File: src/rtl/key_scan_encoder.sv
// Purpose : turns key press/release requests into PS/2 Set-2 make/break byte streams on a generated PS/2 clock/data pair.
// Latency : acceptance edge k -> start bit on ps2_data at k+1, first ps2_clk fall at k+1+CLK_DIV; 22*CLK_DIV cycles per byte.
// Backpress: req_ready low while a sequence is in flight; strobes seen then are dropped silently (no queueing).
//
// Ports:
//   clk          system clock, rising edge
//   reset        synchronous active-high reset
//   key_in       key index 0..9 (0 up,1 left,2 down,3 right,4 a,5 w,6 s,7 d,8 space,9 enter)
//   key_press    request make sequence for key_in
//   key_release  request break sequence for key_in
//   req_ready    high while idle; a request is taken on any edge where this is high
//   ps2_clk      generated PS/2 clock, idle high
//   ps2_data     PS/2 serial data, idle high
//   byte_done    one-cycle pulse after the stop bit of each byte
//   req_err      one-cycle pulse after a malformed request (both strobes, or key_in > 9)

module key_scan_encoder #(
  parameter int CLK_DIV    = 2500,
  parameter int GAP_HALVES = 2
) (
  input  logic       clk,
  input  logic       reset,
  input  logic [3:0] key_in,
  input  logic       key_press,
  input  logic       key_release,
  output logic       req_ready,
  output logic       ps2_clk,
  output logic       ps2_data,
  output logic       byte_done,
  output logic       req_err
);

  localparam int CW = (CLK_DIV > 1) ? $clog2(CLK_DIV) : 1;
  localparam int GW = (GAP_HALVES > 1) ? $clog2(GAP_HALVES) : 1;

  localparam logic [CW-1:0] CNT_LAST = CW'(CLK_DIV - 1);
  localparam logic [GW-1:0] GAP_LAST = GW'(GAP_HALVES - 1);

  // Frame bit positions: 0 start, 1..8 data LSB first, 9 parity, 10 stop.
  localparam logic [3:0] PAR_IDX  = 4'd9;
  localparam logic [3:0] STOP_IDX = 4'd10;

  localparam logic [7:0] EXT_PREFIX = 8'hE0;
  localparam logic [7:0] BRK_PREFIX = 8'hF0;

  typedef enum logic [1:0] {
    IDLE   = 2'd0,
    BIT_HI = 2'd1,
    BIT_LO = 2'd2,
    GAP    = 2'd3
  } state_t;

  state_t          state, state_nx;
  logic [CW-1:0]   cnt, cnt_nx;
  logic [GW-1:0]   gap_cnt, gap_cnt_nx;
  logic [3:0]      bit_idx, bit_idx_nx;
  logic [1:0]      byte_idx, byte_idx_nx;

  // Request captured at acceptance; the sequence in flight only ever reads these.
  logic [3:0]      key_q;
  logic            brk_q;

  logic            strobe_any;
  logic            accept;
  logic            reject;
  logic            done_nx;

  logic [8:0]      code;
  logic [3:0][7:0] seq;
  logic [1:0]      last_byte;
  logic [7:0]      cur_byte;
  logic [2:0]      data_sel;
  logic            data_bit;
  logic            data_nx;

  // Set-2 scan codes; bit 8 marks keys that need the E0 prefix.
  function automatic logic [8:0] key_code(input logic [3:0] k);
    logic [8:0] c;
    case (k)
      4'd0:    c = 9'h175;
      4'd1:    c = 9'h16B;
      4'd2:    c = 9'h172;
      4'd3:    c = 9'h174;
      4'd4:    c = 9'h01C;
      4'd5:    c = 9'h01D;
      4'd6:    c = 9'h01B;
      4'd7:    c = 9'h023;
      4'd8:    c = 9'h029;
      4'd9:    c = 9'h05A;
      default: c = 9'h000;
    endcase
    return c;
  endfunction

  // Request qualification. Only one strobe with an in-range key is legal;
  // anything else seen while idle is flagged, anything seen while busy is dropped.
  always_comb begin
    strobe_any = key_press | key_release;
    accept     = (state == IDLE) && (key_press ^ key_release) && (key_in <= 4'd9);
    reject     = (state == IDLE) && strobe_any && !accept;
  end

  // Byte list for the latched request: [E0] [F0] code, with last_byte the
  // index of the final entry.
  always_comb begin
    code      = key_code(key_q);
    seq       = '0;
    last_byte = 2'd0;
    case ({code[8], brk_q})
      2'b00: begin
        seq[0]    = code[7:0];
        last_byte = 2'd0;
      end
      2'b01: begin
        seq[0]    = BRK_PREFIX;
        seq[1]    = code[7:0];
        last_byte = 2'd1;
      end
      2'b10: begin
        seq[0]    = EXT_PREFIX;
        seq[1]    = code[7:0];
        last_byte = 2'd1;
      end
      default: begin
        seq[0]    = EXT_PREFIX;
        seq[1]    = BRK_PREFIX;
        seq[2]    = code[7:0];
        last_byte = 2'd2;
      end
    endcase
  end

  // Next-state logic. The half-period counter reloads on every state change,
  // so each BIT_HI/BIT_LO lasts exactly CLK_DIV cycles and GAP lasts
  // GAP_HALVES such half-periods.
  always_comb begin
    state_nx    = state;
    cnt_nx      = cnt + CW'(1);
    gap_cnt_nx  = gap_cnt;
    bit_idx_nx  = bit_idx;
    byte_idx_nx = byte_idx;
    done_nx     = 1'b0;

    case (state)
      IDLE: begin
        cnt_nx     = '0;
        gap_cnt_nx = '0;
        if (accept) begin
          state_nx    = BIT_HI;
          bit_idx_nx  = 4'd0;
          byte_idx_nx = 2'd0;
        end
      end

      BIT_HI: begin
        if (cnt == CNT_LAST) begin
          state_nx = BIT_LO;
          cnt_nx   = '0;
        end
      end

      BIT_LO: begin
        if (cnt == CNT_LAST) begin
          cnt_nx = '0;
          if (bit_idx == STOP_IDX) begin
            done_nx    = 1'b1;
            bit_idx_nx = 4'd0;
            if (byte_idx == last_byte) begin
              state_nx = IDLE;
            end else begin
              byte_idx_nx = byte_idx + 2'd1;
              gap_cnt_nx  = '0;
              state_nx    = (GAP_HALVES > 0) ? GAP : BIT_HI;
            end
          end else begin
            bit_idx_nx = bit_idx + 4'd1;
            state_nx   = BIT_HI;
          end
        end
      end

      GAP: begin
        if (cnt == CNT_LAST) begin
          cnt_nx = '0;
          if (gap_cnt == GAP_LAST) begin
            gap_cnt_nx = '0;
            state_nx   = BIT_HI;
          end else begin
            gap_cnt_nx = gap_cnt + GW'(1);
          end
        end
      end

      default: begin
        state_nx = IDLE;
        cnt_nx   = '0;
      end
    endcase
  end

  // Line values for the next cycle. Data follows bit_idx_nx, which only
  // advances on BIT_LO->BIT_HI, so data moves while the clock is high and is
  // held across every falling edge. The start bit needs no byte value, so the
  // acceptance cycle is safe even though key_q is not yet loaded.
  always_comb begin
    cur_byte = seq[byte_idx_nx];
    data_sel = bit_idx_nx[2:0] - 3'd1;
    case (bit_idx_nx)
      4'd0:     data_bit = 1'b0;
      PAR_IDX:  data_bit = ~^cur_byte;
      STOP_IDX: data_bit = 1'b1;
      default:  data_bit = cur_byte[data_sel];
    endcase
    data_nx = ((state_nx == BIT_HI) || (state_nx == BIT_LO)) ? data_bit : 1'b1;
  end

  // Outputs are registered from the next-state decode so the PS/2 lines are
  // glitch-free and line up exactly with the state they describe.
  always_ff @(posedge clk) begin
    if (reset) begin
      state     <= IDLE;
      cnt       <= '0;
      gap_cnt   <= '0;
      bit_idx   <= 4'd0;
      byte_idx  <= 2'd0;
      key_q     <= 4'd0;
      brk_q     <= 1'b0;
      req_ready <= 1'b1;
      ps2_clk   <= 1'b1;
      ps2_data  <= 1'b1;
      byte_done <= 1'b0;
      req_err   <= 1'b0;
    end else begin
      state     <= state_nx;
      cnt       <= cnt_nx;
      gap_cnt   <= gap_cnt_nx;
      bit_idx   <= bit_idx_nx;
      byte_idx  <= byte_idx_nx;
      if (accept) begin
        key_q <= key_in;
        brk_q <= key_release;
      end
      req_ready <= (state_nx == IDLE);
      ps2_clk   <= (state_nx != BIT_LO);
      ps2_data  <= data_nx;
      byte_done <= done_nx;
      req_err   <= reject;
    end
  end

endmodule

File: config.mk
export PLATFORM = sky130hd
export DESIGN_NAME = key_scan_encoder
export DESIGN_NICKNAME = d
export VERILOG_FILES = /design/src/rtl/key_scan_encoder.sv
export SDC_FILE = /design/constraint.sdc
export NUM_CORES = 1
export LEC_CHECK = 0
export BUFFER_PORTS_ARGS = -buffer_cell sky130_fd_sc_hd__buf_4
export CAP_MARGIN = 15
export CORE_MARGIN = 2
export CORE_UTILIZATION = 54
export CTS_BUF_LIST = sky130_fd_sc_hd__clkbuf_4
export CTS_CLUSTER_SIZE = 10
export DETAILED_ROUTE_END_ITERATION = 16
export PLACE_DENSITY = 0.72
export SYNTH_ARGS = -nofsm -noshare
export SYNTH_HDL_FRONTEND = slang
export SYNTH_SLANG_ARGS = --single-unit
export TNS_END_PERCENT = 100
File: constraint.sdc
create_clock -name clk -period 9.29 [get_ports clk]
set_input_delay 2.3225 -clock clk [delete_from_list [all_inputs] [get_ports clk]]
set_output_delay 2.3225 -clock clk [all_outputs]
set_load 0.02 [all_outputs]
==> flow_summary.ini <==
[floorplanning]
num_rows = 24
fp.dieArea_um2 = 5251
chipHeight_um = 72.47
core_um2 = 4444
die_x_um = 72.47
initial_core_util_pct = 56.95
ios = 13

[global_routing]
antenna_found_initial = 0
grt_pass1_vias = 1932
grt_start_max_net_pins = 23
gr-usage-all-layers_pct = 21.67
grt_remaining_overflow = 0
grt_pass1_wl_um = 8873

[logic_synthesis]
synth_cells = 301
synth_top_area_share_pct = 30.85
synth_edf_count = 0
ys_types = 61
syn_area_um2 = 2531
async_flop_share_pct = 0
synthTopCellsByArea = dfxtp_1 (31%), ha_1 (8.9%), nor2_1 (5.9%)
ys_seq_area_share_pct = 30.85
synth_seq_cells = 39
synthesis.nets = 327
syn_avg_cell_area_um2 = 8.409
synth_ff_type = dfxtp_1
yosys_warnings = 0
yosys.area.top_type = dfxtp_1

[sta]
period_needed_ns = 4.672
clock_skew_ns = 0.01192
clock.fmax_mhz = 214.1
finalHoldViolCount = 0
drv_slew = 0
tightest_slew_ns = 0.7752
rsz0062_at_grt = no
final.setup.tns_ns = 0
slew_headroom_pct = 48.32
fin_crit_sh_pct = 50.29
setup_violations = 0

[setup_path]
cp-endpoint = ps2_data$_SDFF_PP1_
start_kind = input pin
path_cells = buf_4 > inv_1 > ha_1 > nand3_1 > nand3_1 > o31a_1 > inv_1 > ha_1 > mux4_2 > and3_1 > o22ai_1 > o32ai_2
end_kind = flop
reg2reg_depth = 14
cp.arrival_ns = 4.92
r2r_end = ps2_data$_SDFF_PP1_
critPathRequiredTime_ns = 9.54
startpoint = key_release
r2r_slack_ns = 6.03
crit_slowest_cell = mux4_2
path_max_fanout = 9
cpPeakStageDelay_ns = 0.49
worst-setup-path-type = in2reg
r2r_start = brk_q$_SDFFE_PP0P_

[route]
vias_per_cell = 5.892
drtAntennaViolNets = 0
drtIter0Drc = 179
routed-wl-met3_um = 285
drtPass1Iterations = 4
wl_per_cell_um = 14.75
wl_met1_um = 2518
vias = 2121
highest_layer = met4
met2_wirelength_um = 2460
drc = 0
wirelength_um = 5309

[pwr]
powerDensity_nw_per_um2 = 129.6
p_leak_nw = 1.133
ir_worst_vdd_mv = 0.09976

[clocking]
htreeDepth = 2
cts_setup_buffers = 0
clk_pin_slew_ns = 0.12
cts_resized = 0
max-clock-path-buffers = 2
clock_latency_ns = 0.35
cts_tree = yes
holdBufCountCts = 0
numCtsBuffers = 5
clock_sink_count = 39
cts-root-buf = clkbuf_4

[cells_and_area]
final_layout_size_suffix_gt1_share_pct = 12.99
final_nets = 333
antenna_cells = 0
layout_common_cells = nor2_1 (40), dfxtp_1 (39), nand2_1 (23)
multiInputGateArea_um2 = 1619
final_common_cell = nor2_1
fillers = 401
register_area_um2 = 780.7
syn2layout_area_growth_pct = 5.685
fin_area_um2 = 2675

[run_status]
status = completed

[placed_design]
io_buffers = 12
dp_hpwl_um = 3926
gp_congestion = 0.8867
placed_area_um2 = 2623

[flow_run]
drv_cap = 0

[worst_hold_path]
min_path_type = reg2reg
per-stage QoR:
step	total power, mW	utilization (%)	worst slack [ns]	std cells	hold WS [ns]
2_1_floorplan	0.2464	-	4.626	301	0.4260
3_3_place_gp	0.2625	59.01	4.349	352	0.4405
3_5_place_dp	0.2637	59.01	4.251	352	0.4496
4_1_cts	0.3493	60.19	4.629	360	0.4741
5_1_grt	0.3677	60.19	4.444	360	0.4979
6_report	0.3466	60.19	4.618	360	0.4723
power by group:
group / switching [mW] / total [mW] / internal (mW)
registers: 0.00734 / 0.184 / 0.177
clock network: 0.0577 / 0.0859 / 0.0282
logic: 0.0412 / 0.0763 / 0.0351
total: 0.106 / 0.347 / 0.240
worst max-delay path, delay by kind of cell:
family	cells	cell delay [ns]
AO/OA/AOI/OAI	3	0.57
multiplexers	1	0.49
buffers and inverters	3	0.18
AND/OR/NAND/NOR	3	0.67
adder cells (fa/ha/maj)	2	0.66
sequential cells by signal, indices dropped and copies added (netlist names):
| name | cells |
|---|---|
| ps2_data | 1 |
| key_q | 4 |
| ps2_clk | 1 |
| gap_cnt | 1 |
| req_ready | 1 |
| byte_idx | 2 |
| bit_idx | 4 |
| code | 8 |
| cnt | 12 |
| state | 2 |
| req_err | 1 |
| brk_q | 1 |
| byte_done | 1 |
layout make-up:
cell class	count	area share (%)
Multi-Input combinational cell	231	60.52
Tap cell	52	2.432
Sequential cell	39	29.19
Inverter	18	2.526
Timing Repair Buffer	12	3.368
Clock inverter	3	0.5613
Clock buffer	5	1.403
logic make-up after synthesis:
group / count (synthesis) / synth area share, %
and+or+nand+nor: 122 / 25.41
buffers and inverters: 31 / 5.190
xor gates and xnor gates: 18 / 7.316
muxes: 6 / 3.559
AOI/OAI and AO/OA: 67 / 18.78
DFF: 39 / 30.85
adders and majority gates: 18 / 8.898
metal layers:
metal / vias up / global-route usage [%]
met2: 56 / 34.35
li1: 1086 / -
met4: 0 / 8.436
met3: 4 / 4.861
met1: 975 / 28.77
met5: - / 0
how the worst min path moves through the flow:
stage                     startpoint                     to  depth (start not counted)
6_report           cnt[0]$_SDFF_PP0_      cnt[0]$_SDFF_PP0_                          1
5_1_grt            cnt[0]$_SDFF_PP0_      cnt[0]$_SDFF_PP0_                          1
2_1_floorplan      cnt[0]$_SDFF_PP0_      cnt[0]$_SDFF_PP0_                          1
3_5_place_dp       cnt[0]$_SDFF_PP0_      cnt[0]$_SDFF_PP0_                          1
4_1_cts        key_q[0]$_SDFFE_PP0P_  key_q[0]$_SDFFE_PP0P_                          2
3_3_place_gp       cnt[0]$_SDFF_PP0_      cnt[0]$_SDFF_PP0_                          1
cell usage after synthesis, types with 2 or more instances:
library cell / count
dfxtp_1: 39
buf_2: 6
nor4b_1: 2
and4b_1: 2
nand2_1: 23
a211oi_2: 2
xnor3_1: 2
xnor2_1: 9
or2_2: 3
nand3_1: 14
nand4_1: 2
and3_1: 8
a41oi_1: 2
o22ai_1: 3
and3_2: 3
a211oi_1: 2
a21oi_1: 18
nand2b_1: 3
inv_1: 18
o31a_1: 3
nor3_1: 7
o21ai_0: 10
a31oi_1: 6
a211o_1: 2
xor2_1: 7
nor2_1: 40
mux2i_1: 3
nor2b_1: 3
clkbuf_1: 6
a2111oi_0: 2
ha_1: 18
o211ai_1: 4
Power figures use the tool's default switching activity.
